[src/rtl/clk_ctrl_pkg.sv]
// Shared types and constants for the alarm-clock button front end.
package clk_ctrl_pkg;

  // Operating mode of the clock controller.
  typedef enum logic [1:0] {
    RUN       = 2'd0,
    SET_TIME  = 2'd1,
    SET_ALARM = 2'd2
  } mode_t;

  // Bit positions of each push-button inside the packed button vectors.
  localparam int BTN_SET = 0;
  localparam int BTN_ALM = 1;
  localparam int BTN_MIN = 2;
  localparam int BTN_HRS = 3;
  localparam int BTN_DAY = 4;
  localparam int NUM_BTN = 5;

  // Which advance button currently owns the repeat engine.
  typedef enum logic [1:0] {
    SEL_NONE = 2'd0,
    SEL_MIN  = 2'd1,
    SEL_HRS  = 2'd2,
    SEL_DAY  = 2'd3
  } adv_sel_t;

  function automatic int max2(input int a, input int b);
    return (a > b) ? a : b;
  endfunction

endpackage

[src/rtl/time_set_ctrl_if.sv]
// Raw push-buttons in, clean mode levels and advance pulses out.
interface time_set_ctrl_if;
  logic btn_set;
  logic btn_alarm;
  logic btn_min;
  logic btn_hrs;
  logic btn_day;
  logic timeset;
  logic alarmset;
  logic minadv;
  logic hrsadv;
  logic dayadv;

  // Button source side (board / bench).
  modport master (
    output btn_set, btn_alarm, btn_min, btn_hrs, btn_day,
    input  timeset, alarmset, minadv, hrsadv, dayadv
  );

  // Controller side.
  modport slave (
    input  btn_set, btn_alarm, btn_min, btn_hrs, btn_day,
    output timeset, alarmset, minadv, hrsadv, dayadv
  );
endinterface

[src/rtl/btn_debounce.sv]
// One button: 2-flop synchronizer, counting debouncer, registered rise detect.
module btn_debounce #(
  parameter int DB_CYC = 4
) (
  input  logic clk,
  input  logic rst,
  input  logic raw,
  output logic level,
  output logic press
);
  localparam int CW = $clog2(DB_CYC + 1);
  localparam logic [CW-1:0] CNT_TERM = CW'(DB_CYC - 1);

  logic          sync1_q, sync2_q;
  logic          db_q, db_d;
  logic          db_dly_q;
  logic          press_q, press_d;
  logic [CW-1:0] cnt_q, cnt_d;

  // Count consecutive disagreeing samples; flip the level on the DB_CYC-th one.
  always_comb begin
    db_d    = db_q;
    cnt_d   = '0;
    press_d = db_q & ~db_dly_q;
    if (sync2_q != db_q) begin
      if (cnt_q == CNT_TERM) begin
        db_d = ~db_q;
      end else begin
        cnt_d = cnt_q + CW'(1);
      end
    end
  end

  // Synchronizer, debounce state and press register.
  always_ff @(posedge clk or negedge rst) begin
    if (!rst) begin
      sync1_q  <= 1'b0;
      sync2_q  <= 1'b0;
      db_q     <= 1'b0;
      db_dly_q <= 1'b0;
      cnt_q    <= '0;
      press_q  <= 1'b0;
    end else begin
      sync1_q  <= raw;
      sync2_q  <= sync1_q;
      db_q     <= db_d;
      db_dly_q <= db_q;
      cnt_q    <= cnt_d;
      press_q  <= press_d;
    end
  end

  assign level = db_q;
  assign press = press_q;
endmodule

[src/rtl/time_set_ctrl.sv]
// Mode FSM, idle timeout and hold-to-repeat advance generator.
module time_set_ctrl
  import clk_ctrl_pkg::*;
#(
  parameter int DB_CYC  = 4,
  parameter int RPT_DLY = 8,
  parameter int RPT_PER = 3,
  parameter int IDLE_TO = 64
) (
  input  logic            clk,
  input  logic            rst,
  time_set_ctrl_if.slave  bus
);
  localparam int RW = $clog2(max2(RPT_DLY, RPT_PER) + 1);
  localparam int IW = $clog2(IDLE_TO + 1);

  logic [NUM_BTN-1:0] raw_vec, lvl_vec, prs_vec;

  assign raw_vec = {bus.btn_day, bus.btn_hrs, bus.btn_min, bus.btn_alarm, bus.btn_set};

  generate
    for (genvar gi = 0; gi < NUM_BTN; gi++) begin : g_btn
      btn_debounce #(.DB_CYC(DB_CYC)) u_db (
        .clk   (clk),
        .rst   (rst),
        .raw   (raw_vec[gi]),
        .level (lvl_vec[gi]),
        .press (prs_vec[gi])
      );
    end
  endgenerate

  // Mode buttons only matter through their press events.
  logic unused_mode_lvl;
  assign unused_mode_lvl = lvl_vec[BTN_SET] ^ lvl_vec[BTN_ALM];

  mode_t         mode_q, mode_d;
  logic [IW-1:0] idle_q, idle_d;
  logic          any_press, idle_hit, mode_chg;
  adv_sel_t      sel, act_q, act_d;
  logic [RW-1:0] rpt_q, rpt_d;
  logic          fire;
  logic [2:0]    adv_q, adv_d;      // {day, hrs, min}
  logic          timeset_q, alarmset_q;

  assign any_press = |prs_vec;
  // A press in the terminal cycle counts as activity and cancels the timeout.
  assign idle_hit  = (mode_q != RUN) && (idle_q == IW'(IDLE_TO - 1)) && !any_press;

  // Next mode: SET_TIME wins a simultaneous set/alarm press from RUN.
  always_comb begin
    mode_d = mode_q;
    unique case (mode_q)
      RUN: begin
        if (prs_vec[BTN_SET])      mode_d = SET_TIME;
        else if (prs_vec[BTN_ALM]) mode_d = SET_ALARM;
      end
      SET_TIME:  if (prs_vec[BTN_SET] || idle_hit) mode_d = RUN;
      SET_ALARM: if (prs_vec[BTN_ALM] || idle_hit) mode_d = RUN;
      default:   mode_d = RUN;
    endcase
    mode_chg = (mode_d != mode_q);
    if (mode_chg || (mode_q == RUN) || any_press) idle_d = '0;
    else                                          idle_d = idle_q + IW'(1);
  end

  // Highest-priority held advance button; day only while setting the time.
  always_comb begin
    sel = SEL_NONE;
    if (mode_q != RUN) begin
      if (lvl_vec[BTN_MIN])                              sel = SEL_MIN;
      else if (lvl_vec[BTN_HRS])                         sel = SEL_HRS;
      else if (lvl_vec[BTN_DAY] && mode_q == SET_TIME)   sel = SEL_DAY;
    end
  end

  // Repeat engine: pulse on a new owner, then after RPT_DLY, then every RPT_PER.
  always_comb begin
    act_d = act_q;
    rpt_d = rpt_q;
    fire  = 1'b0;
    if (mode_chg) begin
      act_d = SEL_NONE;
      rpt_d = '0;
    end else if (sel != act_q) begin
      act_d = sel;
      fire  = (sel != SEL_NONE);
      rpt_d = (sel != SEL_NONE) ? RW'(RPT_DLY) : '0;
    end else if (sel != SEL_NONE) begin
      if (rpt_q == RW'(1)) begin
        fire  = 1'b1;
        rpt_d = RW'(RPT_PER);
      end else if (rpt_q != '0) begin
        rpt_d = rpt_q - RW'(1);
      end
    end
    adv_d = fire ? {sel == SEL_DAY, sel == SEL_HRS, sel == SEL_MIN} : 3'b000;
  end

  // Mode FSM, counters and registered outputs.
  always_ff @(posedge clk or negedge rst) begin
    if (!rst) begin
      mode_q     <= RUN;
      idle_q     <= '0;
      act_q      <= SEL_NONE;
      rpt_q      <= '0;
      adv_q      <= 3'b000;
      timeset_q  <= 1'b0;
      alarmset_q <= 1'b0;
    end else begin
      mode_q     <= mode_d;
      idle_q     <= idle_d;
      act_q      <= act_d;
      rpt_q      <= rpt_d;
      adv_q      <= adv_d;
      timeset_q  <= (mode_d == SET_TIME);
      alarmset_q <= (mode_d == SET_ALARM);
    end
  end

  assign bus.timeset  = timeset_q;
  assign bus.alarmset = alarmset_q;
  assign bus.minadv   = adv_q[0];
  assign bus.hrsadv   = adv_q[1];
  assign bus.dayadv   = adv_q[2];
endmodule

[src/flat_wrapper.sv]
// flat-port wrapper written by rule: the top's interface ports become plain ports
module time_set_ctrl_flat import clk_ctrl_pkg::*;
#(
  parameter int DB_CYC  = 4,
  parameter int RPT_DLY = 8,
  parameter int RPT_PER = 3,
  parameter int IDLE_TO = 64
)
  (clk, rst, bus_btn_set, bus_btn_alarm, bus_btn_min, bus_btn_hrs, bus_btn_day, bus_timeset, bus_alarmset, bus_minadv, bus_hrsadv, bus_dayadv);
  time_set_ctrl_if bus_i ();
  input  logic clk;
  input  logic rst;
  input wire logic [$bits(bus_i.btn_set)-1:0] bus_btn_set;
  input wire logic [$bits(bus_i.btn_alarm)-1:0] bus_btn_alarm;
  input wire logic [$bits(bus_i.btn_min)-1:0] bus_btn_min;
  input wire logic [$bits(bus_i.btn_hrs)-1:0] bus_btn_hrs;
  input wire logic [$bits(bus_i.btn_day)-1:0] bus_btn_day;
  output wire logic [$bits(bus_i.timeset)-1:0] bus_timeset;
  output wire logic [$bits(bus_i.alarmset)-1:0] bus_alarmset;
  output wire logic [$bits(bus_i.minadv)-1:0] bus_minadv;
  output wire logic [$bits(bus_i.hrsadv)-1:0] bus_hrsadv;
  output wire logic [$bits(bus_i.dayadv)-1:0] bus_dayadv;
  assign bus_i.btn_set = bus_btn_set;
  assign bus_i.btn_alarm = bus_btn_alarm;
  assign bus_i.btn_min = bus_btn_min;
  assign bus_i.btn_hrs = bus_btn_hrs;
  assign bus_i.btn_day = bus_btn_day;
  assign bus_timeset = bus_i.timeset;
  assign bus_alarmset = bus_i.alarmset;
  assign bus_minadv = bus_i.minadv;
  assign bus_hrsadv = bus_i.hrsadv;
  assign bus_dayadv = bus_i.dayadv;
  time_set_ctrl #(.DB_CYC(DB_CYC), .RPT_DLY(RPT_DLY), .RPT_PER(RPT_PER), .IDLE_TO(IDLE_TO)) u_core (.clk(clk), .rst(rst), .bus(bus_i));
endmodule
[config.mk]
export PLATFORM = sky130hd
export DESIGN_NAME = time_set_ctrl_flat
export DESIGN_NICKNAME = d
export VERILOG_FILES = /design/src/rtl/clk_ctrl_pkg.sv /design/src/rtl/time_set_ctrl_if.sv /design/src/rtl/btn_debounce.sv /design/src/rtl/time_set_ctrl.sv /design/src/flat_wrapper.sv
export SDC_FILE = /design/constraint.sdc
export NUM_CORES = 1
export LEC_CHECK = 0
export ABC_AREA = 1
export CORE_UTILIZATION = 48
export CTS_CLUSTER_DIAMETER = 150
export DETAILED_ROUTE_END_ITERATION = 7
export PLACE_DENSITY = 0.68
export SETUP_SLACK_MARGIN = 0.1
export SYNTH_ARGS = -nofsm -noshare
export SYNTH_HDL_FRONTEND = slang
export SYNTH_SLANG_ARGS = --single-unit
[constraint.sdc]
create_clock -name clk -period 1.8 [get_ports clk]
set_clock_uncertainty 0.2 [all_clocks]
set_input_delay 0.36 -clock clk [delete_from_list [all_inputs] [get_ports clk]]
set_output_delay 0.36 -clock clk [all_outputs]
set_load 0.01 [all_outputs]
* After elaboration in Yosys (flattened, before gate mapping)
Index checks and enable logic that the tools add are counted.
** Word-level totals
- Register bits :: 60
- Input port bits :: 7
- Logic and storage cells :: 135
** Operators by class
- Reduce and logical (&&, ||, !) cells :: 22
- Equal/unequal tests :: 21
- Bitwise gates (word level) :: 15
- Add/sub/neg operators :: 7
- Multiplexer cells :: 33
** Operators with widths (number)
- 3-bit 2-to-1 mux :: 11
- 4-bit 2-to-1 mux :: 6
- 2-bit 2-to-1 mux :: 10
- 3-bit by 1-bit adder with 3-bit output (second input constant) :: 5
- 3-bit by 2-bit == test with 1-bit output (second input constant) :: 5
- 2-bit AND reduction :: 6
- 1-bit NOT :: 10
- 2-bit == test (second input constant) :: 4
- 4-bit nonzero test :: 2
- 7-bit by 1-bit adder with 7-bit output (second input constant) :: 1
- 7-bit by 6-bit == test with 1-bit output (second input constant) :: 1
- 7-bit 2-to-1 mux :: 1
- 2-bit by 1-bit == test with 1-bit output (second input constant) :: 3
- 2-bit case mux with 3 select lines :: 1
- 2-bit nonzero test :: 3
- 1-bit bitwise AND :: 5
- 1-bit inequality test :: 5
- 5-bit OR reduction :: 1
- 4-bit by 1-bit == test with 1-bit output (second input constant) :: 1
- 1-bit logical OR :: 4
- 1-bit 2-to-1 mux :: 4
- 2-bit inequality test :: 2
- 4-bit by 1-bit subtractor with 4-bit output (second input constant) :: 1
- 1-bit logical AND :: 3
- 3 further kinds :: 3

* Logic depth before layout (Yosys ltp)
- Depth after elaboration :: 11
- Gate-level depth with buffers :: 12
- Gate-level depth less buffers :: 12

* Cells and area by module
From an unflattened synthesis, not the netlist that was laid out.
** Second synthesis, totals
- Cells, all modules :: 281
- Area, all modules :: 2585.0 µm²
** Modules (own cells, without submodules)
- btn_debounce :: cells an instance 28, area each 290.3 µm², times used 5
- time_set_ctrl :: cells an instance 141, area each 1133.6 µm², times used 1

* Worst setup path before layout
OpenSTA, ideal clock, no wires.
- Path kind :: register to register
- Start point :: reg u_core.idle_q[0]
- End point :: reg u_core.rpt_q[3]
- Buffers on the path :: 0
- Arrival time :: 1454 ps
- Path slack :: 29 ps
- Library setup time :: 117 ps
- Clock period less this slack :: 1771 ps
- Required time :: 1483 ps
- Cell stages (with the launch flop) :: 12
- Cell sequence :: dfrtp_1 > ha_1 > nand3_1 > nor2_1 > nand2_4 > nand2_2 > nand2_1 > nand2_2 > nor2_8 > nand3_2 > nand2_1 > nand2_1
** Between the ends
- Word-level cells in the longest chain between the ends :: 9
** RTL lines
- start, declared :: line time_set_ctrl.sv:38 : logic [IW-1:0] idle_q, idle_d;
- start signal, assigned :: line time_set_ctrl.sv:112 : idle_q <= idle_d;
- 7-bit by 6-bit == test with 1-bit output * :: line time_set_ctrl.sv:48 : assign idle_hit = (mode_q != RUN) && (idle_q == IW'(IDLE_TO - 1)) && !any_press;
- 1-bit logical AND * (2 in a row) :: line time_set_ctrl.sv:48
- 1-bit logical OR (on tied branches) :: line time_set_ctrl.sv:59, time_set_ctrl.sv:58
- 2-bit 2-to-1 mux (on tied branches) :: line time_set_ctrl.sv:59, time_set_ctrl.sv:58
- 2-bit case mux with 3 select lines * :: line time_set_ctrl.sv:53 : unique case (mode_q)
- 2-bit inequality test * :: line time_set_ctrl.sv:62 : mode_chg = (mode_d != mode_q);
- 4-bit nonzero test (no source line) / 3-bit nonzero test (equally long branches)
- 2-bit AND reduction (no source line)
- end signal, assigned :: line time_set_ctrl.sv:114 : rpt_q <= rpt_d;
- end, declared :: line time_set_ctrl.sv:41 : logic [RW-1:0] rpt_q, rpt_d;
Mark *: on every way between the ends. The rest lies on a longest branch, timed or not.
A chain may end at the register's enable or synchronous reset.

* Final worst setup path
- Start point :: reg u_core.mode_q[1]
- End point :: reg u_core.adv_q[0]
** Between the ends
- Word-level cells in the longest chain between the ends :: 11
** RTL lines
- start, declared :: line time_set_ctrl.sv:37 : mode_t mode_q, mode_d;
- start signal, assigned :: line time_set_ctrl.sv:111 : mode_q <= mode_d;
- 2-bit by 1-bit == test with 1-bit output :: line time_set_ctrl.sv:53, time_set_ctrl.sv:73
- 1-bit logical AND :: line time_set_ctrl.sv:73 : else if (lvl_vec[BTN_DAY] && mode_q == SET_TIME) sel = SEL_DAY;
- 2-bit 2-to-1 mux :: line time_set_ctrl.sv:73
- 2-bit 2-to-1 mux :: line time_set_ctrl.sv:72 : else if (lvl_vec[BTN_HRS]) sel = SEL_HRS;
- 2-bit 2-to-1 mux :: line time_set_ctrl.sv:71 : if (lvl_vec[BTN_MIN]) sel = SEL_MIN;
- 2-bit 2-to-1 mux :: line time_set_ctrl.sv:70 : if (mode_q != RUN) begin
- 2-bit nonzero test :: line time_set_ctrl.sv:87, time_set_ctrl.sv:89
- 1-bit 2-to-1 mux :: line time_set_ctrl.sv:89 : end else if (sel != SEL_NONE) begin
- 1-bit 2-to-1 mux :: line time_set_ctrl.sv:85 : end else if (sel != act_q) begin
- 1-bit 2-to-1 mux :: line time_set_ctrl.sv:82 : if (mode_chg) begin
- 3-bit 2-to-1 mux * :: line time_set_ctrl.sv:97 : adv_d = fire ? {sel == SEL_DAY, sel == SEL_HRS, sel == SEL_MIN} : 3'b000;
- via u_core.adv_d[0] :: line time_set_ctrl.sv:43 : logic [2:0] adv_q, adv_d;
- end signal, assigned :: line time_set_ctrl.sv:115 : adv_q <= adv_d;
- end, declared :: line time_set_ctrl.sv:43
The timed path passes the listed nets; every way through them passes the cells marked *.

==> results.md <==
* Status: finished, final reports clean
* Worst path cell trace: inv_2, nand2_4, buf_4, nand4_1, nand2_2, a21oi_4, nand2_2, nand2_4, nor3_4
* Global-route wire length before repair at 6780 µm
* Sequential cell area fraction in the yosys report at 60.4%
* RSZ-0062 raised after global routing: yes
* Logic pwr share at 40.8%
* H-tree depth at 3
* Final Net Count at 293
* Fillers at 359
* Final Hold Vio Count at 0
* Met1 usage at 21.1%
* Initial antenna violation count at 0
* CP startpoint kind: register
* Port bufs at 11
* Synth top area share at 60.4%
* Clock root cell: clkbuf_8
* GRT Total Usage at 17.1%
* First-pass detailed-route iteration total at 4
* GR Overflow Total at 0
* Vias in the first global route at 1590
* Setup CP Type: register to register
* Total power at 0.00563 W
* Antenna cells at 0
* Largest cells by area after synthesis: dfrtp_1 60%, nor2_1 5.1%, nand2_1 4.4%
* Avg WL per Cell at 11.6 µm
* Die area at 5470 µm²
* CTS Buf Count at 9
* Mapped Nets at 248
* HPWL Detailed at 2510 µm
* Flop pwr share at 35.6%
* Hold Crit Class: register to register
* Yosys cell types at 24
* Max stage delay on crit path at 410 ps
* Clock power share at 23.7%
* Die Y at 74.0 µm
* Synthesized area at 2490 µm²
* Worst slew pin tran at 310 ps
* M3 GR Usage at 6.50%
* P_sw at 0.00213 W
* Max-slew headroom at 79.3%
* CP top delay family: simple AND/OR/NAND/NOR gates
* Post-Syn Area per Cell at 10.7 µm²
* Die X at 74.0 µm
* Sw Share at 37.8%
* Area leader, netlist: dfrtp_1
* Maximum vdd ir drop at 0.731 mV
* Final setup viols at 0
* Final WL at 4060 µm
* RePlAce Congestion at 0.817
* Crit share post-route at 96.7%
* Register bit count reported by yosys at 60
* Largest net degree at the start of global routing at 61
* Maxcap violations at 0
* Row count at 25
* Busiest grt layer: met2
* Hold_ws at 148 ps
* Cell Pwr Density at 1770 nW/µm²
* Crit path DAT at 1760 ps
* Post-route ant nets at 0
* Initial Util at 51.3%
* Clock Latency Late Sink at 330 ps
* Syn Inst Count at 233
* Clock Path Buffers at 2
* Crit Path Max Fanout at 6
* Warnings, synthesis at 0
* Iteration-0 DRC Markers at 105
* Worst Path Buf+Inv at 2
* CTS tree: done
* Multi-input gate area at 980 µm²
* Pleak at 1.53 nW
* Layout cells sized above 1 at 27.9%
* DRC violations left at 0
* Sink Count at 60
* Slowest CP cell: dfrtp_1
* M2 GR Usage at 26.9%
* Crit end category: register
* Max Fclk at 574 MHz
* Core area at 4850 µm²
* Max Slew Vio Count at 0
* Storage element area at 1500 µm²
* Clk slew on worst S/H paths at 70 ps
* Synthesis-to-finish area growth at 27.7%
* Vias/cell at 4.79
* Min cycle time layout at 1740 ps
* Internal power at 0.00350 W
* I/O pin count at 12
* WP data required at 1820 ps
* Via Count at 1677
[stage by stage]
step | TNS, ps | cells | setup slack, ps | util, % | area [µm²]
4_1_cts | 0 | 343 | 83.9 | 63.5 | 3080
3_5_place_dp | 0 | 319 | 29.7 | 56.9 | 2760
6_report | 0 | 350 | 59.0 | 65.5 | 3180
3_3_place_gp | 0 | 319 | 64.7 | 56.9 | 2760
2_1_floorplan | 0 | 233 | 130 | - | 2490
5_1_grt | -97.3 | 350 | -33.1 | 65.5 | 3180
[state kept, by name, summed over array words and instances, names as in the netlist]
| signal | cells |
|---|---|
| u_core.g_btn.u_db.db_dly_q | 5 |
| u_core.act_q | 2 |
| u_core.bus.alarmset | 1 |
| u_core.g_btn.u_db.press | 5 |
| u_core.mode_q | 2 |
| u_core.bus.timeset | 1 |
| u_core.idle_q | 7 |
| u_core.rpt_q | 4 |
| u_core.g_btn.u_db.level | 5 |
| u_core.g_btn.u_db.cnt_q | 15 |
| u_core.g_btn.u_db.sync1_q | 5 |
| u_core.g_btn.u_db.sync2_q | 5 |
| u_core.adv_q | 3 |
[per-layer routing]
layer	share of wire, %	vias to the layer above
met3	3.4	10
met2	50	27
met5	0	-
li1	-	841
met1	45	799
met4	1.6	0
[cell usage in the layout, fill, tap and decap left out, drive strengths merged, types with 2 or more instances in the layout]
cell type	n
nand2	41
nand3	13
nand4	6
bufinv	2
xnor2	7
o21ai	5
inv	28
nor2	36
clkdlybuf4s50	5
nor3	12
clkinv	2
ha	8
dlygate4sd2	5
clkbuf	10
nor3b	5
dfrtp	60
xor2	4
buf	23
a21oi	7
[synth_stat cells]
master    instances
nand3_2           3
nor2_4            1
nand2_2           7
nand2_4           5
a21oi_1           5
nand4_1           6
nand3b_1          1
nor3_2            3
nor3b_1           5
nor2_1           34
nor3_1            9
a21oi_2           1
nor2_8            1
ha_1              8
inv_1            24
xnor2_1           7
o211ai_1          1
inv_2             3
o21ai_0           5
dfrtp_1          60
nand2_1          29
xor2_1            4
a21oi_4           1
nand3_1          10
[repair_timing]
| item | 4_1_cts | 5_1_grt |
|---|---|---|
| pin swaps | 6 | 6 |
| setup buffers | 7 | 7 |
| setup endpoints to repair | 19 | 14 |
| hold buffers | 1 | 0 |
| gates resized for setup | 16 | 12 |
| endpoints found under the hold margin | 60 | 0 |
| cloned | 0 | 0 |
[logic make-up (layout without fill, tap and decap cells)]
logic type      Yosys count  after routing  synth area share, %
compound gates           13             13                 3.32
xor+xnor                 11             11                 3.87
fa+ha+maj                 8              8                 4.02
buf+inv                  27             77                 4.07
flops                    60             60                 60.4
simple gates            114            114                 24.3
[area by class of cell]
class	instances	area share (%)
Multi-Input combinational cell	146	30.8
Clock inverter	6	2.72
Timing Repair Buffer	34	9.02
Tap cell	67	2.64
Clock buffer	10	4.33
Inverter	27	3.19
Sequential cell	60	47.3
[power groups by stage]
| stage | clock (W) | sequential, W | combinational [W] |
|---|---|---|---|
| after floorplan | 0 | 0.00196 | 0.00149 |
| after global placement | 0 | 0.00200 | 0.00194 |
| after detailed placement | 0 | 0.00201 | 0.00196 |
| after CTS | 0.00137 | 0.00198 | 0.00212 |
| after global routing | 0.00143 | 0.00205 | 0.00255 |
| final | 0.00133 | 0.00200 | 0.00229 |
[path summary, 6_finish.rpt]
path,startpoint,endpoint,slack (ps),depth (start not counted)
worst max-delay path,u_core.mode_q[1]$_DFF_PN0_,u_core.adv_q[0]$_DFF_PN0_,60,9
worst min-delay path,u_core.g_btn[2].u_db.sync1_q$_DFF_PN0_,u_core.g_btn[2].u_db.sync2_q$_DFF_PN0_,150,0
worst max register to register,u_core.mode_q[1]$_DFF_PN0_,u_core.adv_q[0]$_DFF_PN0_,60,9
worst min register to register,u_core.g_btn[2].u_db.sync1_q$_DFF_PN0_,u_core.g_btn[2].u_db.sync2_q$_DFF_PN0_,150,0
max in group asynchronous,rst,u_core.g_btn[1].u_db.press$_DFF_PN0_,780,3
min in group asynchronous,rst,u_core.adv_q[2]$_DFF_PN0_,350,3
No activity file was read; power rests on OpenSTA's default activity.
